==> src/rtl/muldiv_unit.sv <==
// Iterative 32-bit shift-add multiply / restoring divide; fixed 33-cycle latency, busy stalls issue.
// No backpressure on result: done pulses once; `MULDIV_SIGNED_EN enables two's-complement operation.
module muldiv_unit #(
  parameter int WIDTH = 32
) (
  input  logic             clk,
  input  logic             rst,
  input  logic             start,
  input  logic [1:0]       op,
  input  logic [WIDTH-1:0] src_a,
  input  logic [WIDTH-1:0] src_b,
  output logic             busy,
  output logic             done,
  output logic [WIDTH-1:0] result
);

  localparam int            CW   = $clog2(WIDTH);
  localparam logic [CW-1:0] LAST = CW'(WIDTH - 1);

  localparam logic [1:0] OP_MUL  = 2'd0;
  localparam logic [1:0] OP_MULH = 2'd1;
  localparam logic [1:0] OP_DIV  = 2'd2;
  localparam logic [1:0] OP_REM  = 2'd3;

  typedef enum logic [1:0] {
    S_IDLE = 2'd0,
    S_RUN  = 2'd1,
    S_DONE = 2'd2
  } state_t;

  state_t               state_q, state_d;
  logic [CW-1:0]        cnt_q, cnt_d;
  logic [1:0]           op_q, op_d;
  logic [WIDTH-1:0]     a_q, a_d;
  logic [WIDTH-1:0]     b_q, b_d;
  logic [2*WIDTH-1:0]   prod_q, prod_d;
  logic [WIDTH-1:0]     rem_q, rem_d;
  logic [WIDTH-1:0]     quo_q, quo_d;
  logic [WIDTH-1:0]     result_q, result_d;

  logic [WIDTH-1:0]     a_in, b_in;
  logic [WIDTH:0]       mul_sum;
  logic [2*WIDTH-1:0]   prod_step;
  logic [WIDTH:0]       rem_shift, rem_diff;
  logic                 div_ge;
  logic [WIDTH-1:0]     rem_step, quo_step;
  logic [2*WIDTH-1:0]   prod_fin;
  logic [WIDTH-1:0]     quo_fin, rem_fin;

`ifdef MULDIV_SIGNED_EN
  logic a_neg_q, a_neg_d;
  logic b_neg_q, b_neg_d;

  // Datapath runs on magnitudes; signs are kept aside and reapplied on the final step.
  assign a_in = src_a[WIDTH-1] ? -src_a : src_a;
  assign b_in = src_b[WIDTH-1] ? -src_b : src_b;
`else
  assign a_in = src_a;
  assign b_in = src_b;
`endif

  // One multiply step and one divide step are evaluated every cycle; op selects which is used.
  always_comb begin
    mul_sum   = {1'b0, prod_q[2*WIDTH-1:WIDTH]} + (prod_q[0] ? {1'b0, a_q} : '0);
    prod_step = {mul_sum, prod_q[WIDTH-1:1]};
    rem_shift = {rem_q, quo_q[WIDTH-1]};
    rem_diff  = rem_shift - {1'b0, b_q};
    div_ge    = ~rem_diff[WIDTH];
    rem_step  = div_ge ? rem_diff[WIDTH-1:0] : rem_shift[WIDTH-1:0];
    quo_step  = {quo_q[WIDTH-2:0], div_ge};
  end

  always_comb begin
`ifdef MULDIV_SIGNED_EN
    prod_fin = (a_neg_q ^ b_neg_q) ? -prod_step : prod_step;
    if (b_q == '0) begin
      quo_fin = '1;
    end else begin
      quo_fin = (a_neg_q ^ b_neg_q) ? -quo_step : quo_step;
    end
    rem_fin = a_neg_q ? -rem_step : rem_step;
`else
    prod_fin = prod_step;
    quo_fin  = quo_step;
    rem_fin  = rem_step;
`endif
  end

  always_comb begin
    state_d  = state_q;
    cnt_d    = cnt_q;
    op_d     = op_q;
    a_d      = a_q;
    b_d      = b_q;
    prod_d   = prod_q;
    rem_d    = rem_q;
    quo_d    = quo_q;
    result_d = result_q;
`ifdef MULDIV_SIGNED_EN
    a_neg_d  = a_neg_q;
    b_neg_d  = b_neg_q;
`endif
    case (state_q)
      S_IDLE: begin
        if (start) begin
          op_d    = op;
          a_d     = a_in;
          b_d     = b_in;
          prod_d  = {{WIDTH{1'b0}}, b_in};
          rem_d   = '0;
          quo_d   = a_in;
          cnt_d   = '0;
          state_d = S_RUN;
`ifdef MULDIV_SIGNED_EN
          a_neg_d = src_a[WIDTH-1];
          b_neg_d = src_b[WIDTH-1];
`endif
        end
      end
      S_RUN: begin
        prod_d = prod_step;
        rem_d  = rem_step;
        quo_d  = quo_step;
        cnt_d  = cnt_q + 1'b1;
        if (cnt_q == LAST) begin
          state_d = S_DONE;
          case (op_q)
            OP_MUL:  result_d = prod_fin[WIDTH-1:0];
            OP_MULH: result_d = prod_fin[2*WIDTH-1:WIDTH];
            OP_DIV:  result_d = quo_fin;
            OP_REM:  result_d = rem_fin;
            default: result_d = result_q;
          endcase
        end
      end
      S_DONE: begin
        state_d = S_IDLE;
      end
      default: begin
        state_d = S_IDLE;
      end
    endcase
  end

  always_ff @(posedge clk or posedge rst) begin
    if (rst) begin
      state_q  <= S_IDLE;
      cnt_q    <= '0;
      op_q     <= '0;
      a_q      <= '0;
      b_q      <= '0;
      prod_q   <= '0;
      rem_q    <= '0;
      quo_q    <= '0;
      result_q <= '0;
`ifdef MULDIV_SIGNED_EN
      a_neg_q  <= 1'b0;
      b_neg_q  <= 1'b0;
`endif
    end else begin
      state_q  <= state_d;
      cnt_q    <= cnt_d;
      op_q     <= op_d;
      a_q      <= a_d;
      b_q      <= b_d;
      prod_q   <= prod_d;
      rem_q    <= rem_d;
      quo_q    <= quo_d;
      result_q <= result_d;
`ifdef MULDIV_SIGNED_EN
      a_neg_q  <= a_neg_d;
      b_neg_q  <= b_neg_d;
`endif
    end
  end

  assign busy   = (state_q != S_IDLE);
  assign done   = (state_q == S_DONE);
  assign result = result_q;

endmodule
==> config.mk <==
export PLATFORM = sky130hd
export DESIGN_NAME = muldiv_unit
export DESIGN_NICKNAME = d
export VERILOG_FILES = /design/src/rtl/muldiv_unit.sv
export SDC_FILE = /design/constraint.sdc
export NUM_CORES = 1
export LEC_CHECK = 0
export BUFFER_PORTS_ARGS = -buffer_cell sky130_fd_sc_hd__clkbuf_2
export CAP_MARGIN = 20
export CORE_UTILIZATION = 40
export CTS_CLUSTER_DIAMETER = 50
export DETAILED_ROUTE_END_ITERATION = 10
export PLACE_DENSITY = 0.61
export SYNTH_ARGS = -nofsm -noshare
export SYNTH_HDL_FRONTEND = slang
export SYNTH_SLANG_ARGS = --single-unit
==> constraint.sdc <==
create_clock -name clk -period 12.4 [get_ports clk]
set_input_delay 2.48 -clock clk [delete_from_list [all_inputs] [get_ports clk]]
set_output_delay 2.48 -clock clk [all_outputs]
set_load 0.02 [all_outputs]
== After elaboration in Yosys (flattened, before gate mapping) ==
Cells that the tools add are included.
Widths: inputs -> output; s select.

* Output and inout port bits: 34
* Input port bits: 69
* Logic and storage cells: 43
* Bits in registers: 233

* Reduce and logical (&&, ||, !) cells: 8
* Muxes and demuxes: 14
* Eq/ne operators: 8
* Bitwise gates (word level): 1
* Add/subtract/negate cells: 3

{| class="wikitable"
|+ Operators with widths
! kind !! number
|-
| $mux 32 || 4
|-
| $pmux 32 s2 || 2
|-
| $pmux 32 s4 || 1
|-
| $pmux 64 s2 || 1
|-
| $mux 64 || 1
|-
| $add 32x32->33 || 1
|-
| $sub 33x32->33 || 1
|-
| $pmux 5 s2 || 1
|-
| $reduce_and 2->1 || 4
|-
| $eq 2x2->1 const B || 3
|-
| $add 5x1->5 const B || 1
|-
| $eq 5x5->1 const B || 1
|-
| $mux 5 || 1
|-
| $eq 2x1->1 const B || 2
|-
| $logic_not 2->1 || 2
|-
| $mux 2 || 2
|-
| $ne 2x2->1 const B || 2
|-
| $pmux 2 s2 || 1
|-
| $reduce_bool 2->1 || 2
|-
| $not 1->1 || 1
|}

== Logic depth before layout (Yosys ltp) ==
* Depth after elaboration: 3
* Gate-level depth with buffers: 15
* Gate-level depth less buffers: 14

== Least setup slack after synthesis ==
OpenSTA, ideal clock, no wires.

* Path type: input -> register
* Start: input start
* End: register prod_q[26]
* Arrival: 3,547 ps
* Required time: 12,313 ps
* Setup slack: 8,766 ps
* Path buffers: 3
* Library setup time: 87 ps
* Stages on the path: 6
* Cell sequence: and2_1 clkbuf_1 clkbuf_1 buf_1 nand2_1 o211ai_1

* Longest elaborated chain between the ends: 2

{| class="wikitable"
|+ Ends and longest elaborated chain
! item !! line !! RTL
|-
| from (decl) || 8 || <nowiki>input logic start,</nowiki>
|-
| $ne 2x2->1 (no source line) || - ||
|-
| $reduce_and 2->1 (no source line) || - ||
|-
| to (signal assigned) || 166 || <nowiki>prod_q <= prod_d;</nowiki>
|-
| to (decl) || 36 || <nowiki>logic [2*WIDTH-1:0] prod_q, prod_d;</nowiki>
|}

Every way passes these cells.
A chain may end at the register's enable or synchronous reset.

==> metrics.txt <==
Syn-to-layout area delta=13.6%; die area=~0.034 mm2; CTS max path bufs=3; Post-route DRC=0; Setup Fix Bufs, Post-CTS=0; first-pass GRT wire length=between 60000 and 70000 um; largest area contributor in the netlist=dfrtp_1; final hold vios=0; shortest period the worst path allows=4.32 ns; Setup-failing EPs final=0; initial antenna violation count=0; placed cell areas=between 0.01 and 0.015 mm2; Syn Inst Count=1579; RR Startpoint=prod_q[0]$_DFFE_PP0P_; Root Buffer=clkbuf_16; vias in the first global route=11200; post-synthesis async set-or-reset flop share=100%; Netlist cell types=between 60 and 70; H-tree depth=1; fill cell count=about 3300; DR iter-0 viols=just under 900; hold path startpoint=a_q[0]$_DFFE_PP0P_; max cap viols=0; count leader, synth=nand2_1; leading cell types by count after synthesis=nand2_1, dfrtp_1, o21ai_0; most frequent CP cell=buf_4; sequential area share after synthesis=between 40% and 50%; Yosys reg bits=roughly 230; drt total wl=between 30000 and 40000 um; Max Slew Vio Count=0; Crit Path Class=input port to async pin; Max Clock Skew=~0.0084 ns; Resize count post-CTS=0; syn nets=1716; grt ovf=0; fmax=about 0.23 GHz; outcome=finished, final reports clean; diode count=0; largest net degree at the start of global routing=roughly 100; RSZ-0062 raised after global routing=no; worst-margin pin slew=between 0.9 and 1 ns; fin crit share=around a third; initial core utilization=between 40% and 50%; Num CTS Buffers=27; CP max stage delay=just over 0.8 ns; DP HPWL=between 20000 and 30000 um; vias per inst=around 5.6; top-area cell type share of the netlist area=a little over two fifths; Worst setup EP type=async pin; CTS clock-pin slew for the worst setup and hold paths=about 0.06 ns; Inst Count DP=just over 2000; main area contributors after synthesis=dfrtp_1, nand2_1, o21ai_0; R2R cell count=14; Std-Cell Core Area=roughly 0.033 mm2; drt pass-1 iters=5; # port buffers=102; Clk Latency, worst-skew pair=about 0.54 ns; Sum Neg Setup Slack=0 ns; Crit Reg-Reg Endpoint=result[31]$_DFFE_PP0P_; Post-synth EDFFs=0; Hold WC Path Type=flop to flop; share of cells above drive strength 1=between 10 and 15%; crit path from=rst; Hold-fix buffers, CTS=0; Startpoint Class=input port; antenna-violating nets left=0; # rows=66; Die Width=~190 um; Sink Count=roughly 230; Max Fanout on Critical Path=100; Non-Filler Instances=around 2100; routed length per instance=roughly 19 um; stages on the worst setup path=4; Arr. time, crit path=4.86 ns; Top Family by Delay on Critical Path=buffers and inverters; worst path buffer plus inverter count=4; r2r setup slk=between 8 and 9 ns; crit path cell chain=clkbuf_2 > inv_8 > buf_4 > buf_4; worst slack, placed=about 7.4 ns; Die Ht=186 um; vias=roughly 12000; worst endpoint required time=about 13 ns; Worst slew margin=between 30% and 40%; Worst Setup Slack, final=roughly 8.1 ns; placer congestion estimate=approximately 0.84; ys flop type=dfrtp_1; Yosys warning total=0; Syn Std Cell Area=0.0135 mm2; Tot GR Track Use=between 20% and 30%; I/O Pins=~100; CTS tree=yes; Worst Setup EP=a_q[4]$_DFFE_PP0P_; Post-Syn Area per Cell=roughly 8.5 um2; Nets=about 1800; CP max-delay cell=buf_4; design area=0.0153 mm2
==> flip-flops by register name (all words and copies together) (netlist names) <==
| register | cells |
|---|---|
| prod_q | 64 |
| a_q | 32 |
| b_q | 32 |
| quo_q | 32 |
| rem_q | 32 |
| result | 32 |
| cnt_q | 5 |
| op_q | 2 |
| state_q | 2 |
==> worst min-delay path by stage <==
| stage | endpoint | slack, ns | cells after the start |
|---|---|---|---|
| 6_report | a_q[0]$_DFFE_PP0P_ | 0.47 | 2 |
| 5_1_grt | a_q[30]$_DFFE_PP0P_ | 0.49 | 2 |
| 4_1_cts | a_q[0]$_DFFE_PP0P_ | 0.47 | 2 |
| 3_5_place_dp | a_q[5]$_DFFE_PP0P_ | 0.45 | 2 |
| 3_3_place_gp | a_q[16]$_DFFE_PP0P_ | 0.45 | 2 |
| 2_1_floorplan | a_q[0]$_DFFE_PP0P_ | 0.44 | 2 |
==> cells by family (layout without fill, tap and decap cells) <==
kind of cell	after synthesis	in the layout	share of synthesized area, %
compound gates	457	457	21.2
simple gates	591	591	19.1
buf+inv	149	226	4.40
flops	233	233	43.2
mux	23	23	1.82
xor+xnor	58	58	3.88
fa+ha+maj	68	68	6.42
==> metrics by stage <==
step / util, % / hold WS (ns)
2_1_floorplan: - / 0.438
3_3_place_gp: 43.6 / 0.454
3_5_place_dp: 43.6 / 0.455
4_1_cts: 46.5 / 0.471
5_1_grt: 46.6 / 0.492
6_report: 46.6 / 0.469
==> routing by layer <==
metal	part of all wire [%]	vias up	track usage, %	routed length (um)
li1	-	5655	-	-
met1	46	5790	32.1	18300
met2	47	328	38.5	18700
met3	5.2	47	2.52	2050
met4	1.8	0	4.46	729
met5	0	-	0	0
==> worst min-delay path, cell delays in order, from the launching register on <==
cell and delay (ns):
dfrtp_1 0.33, nand2_1 0.05, nand2_1 0.06
==> final cells by class <==
cell class | count | area, um2 | area share, %
multi-input combinational | 1197 | 7110 | 46.4
sequential | 233 | 5830 | 38.1
clock buffer | 33 | 728 | 4.75
timing repair buffer | 118 | 651 | 4.25
tap | 442 | 553 | 3.61
inverter | 60 | 233 | 1.52
clock inverter | 15 | 216 | 1.41
==> cells in the final DEF, fill, tap and decap left out, types with 6 or more instances in the layout <==
cell and instances:
nand4_1 10, inv_1 57, clkbuf_2 102, a21oi_1 101, dfrtp_1 232, o21a_1 9, a221o_1 17, and3_1 10
xor2_1 26, a31oi_1 11, clkbuf_16 27, a211oi_1 12, a22oi_1 31, mux2i_1 20, o21ai_0 178, nand2b_1 6
o21bai_1 11, xnor2_1 30, buf_4 15, nor2_1 54, nand2_1 341, nor3_1 9, ha_1 66, o31ai_1 6
and2_1 36, nand3_1 102, o211ai_1 10, a21o_1 28
Power is left out: the tool's default activity adds up to more than one toggle a clock period on the data nets, which glitch-free logic cannot reach.
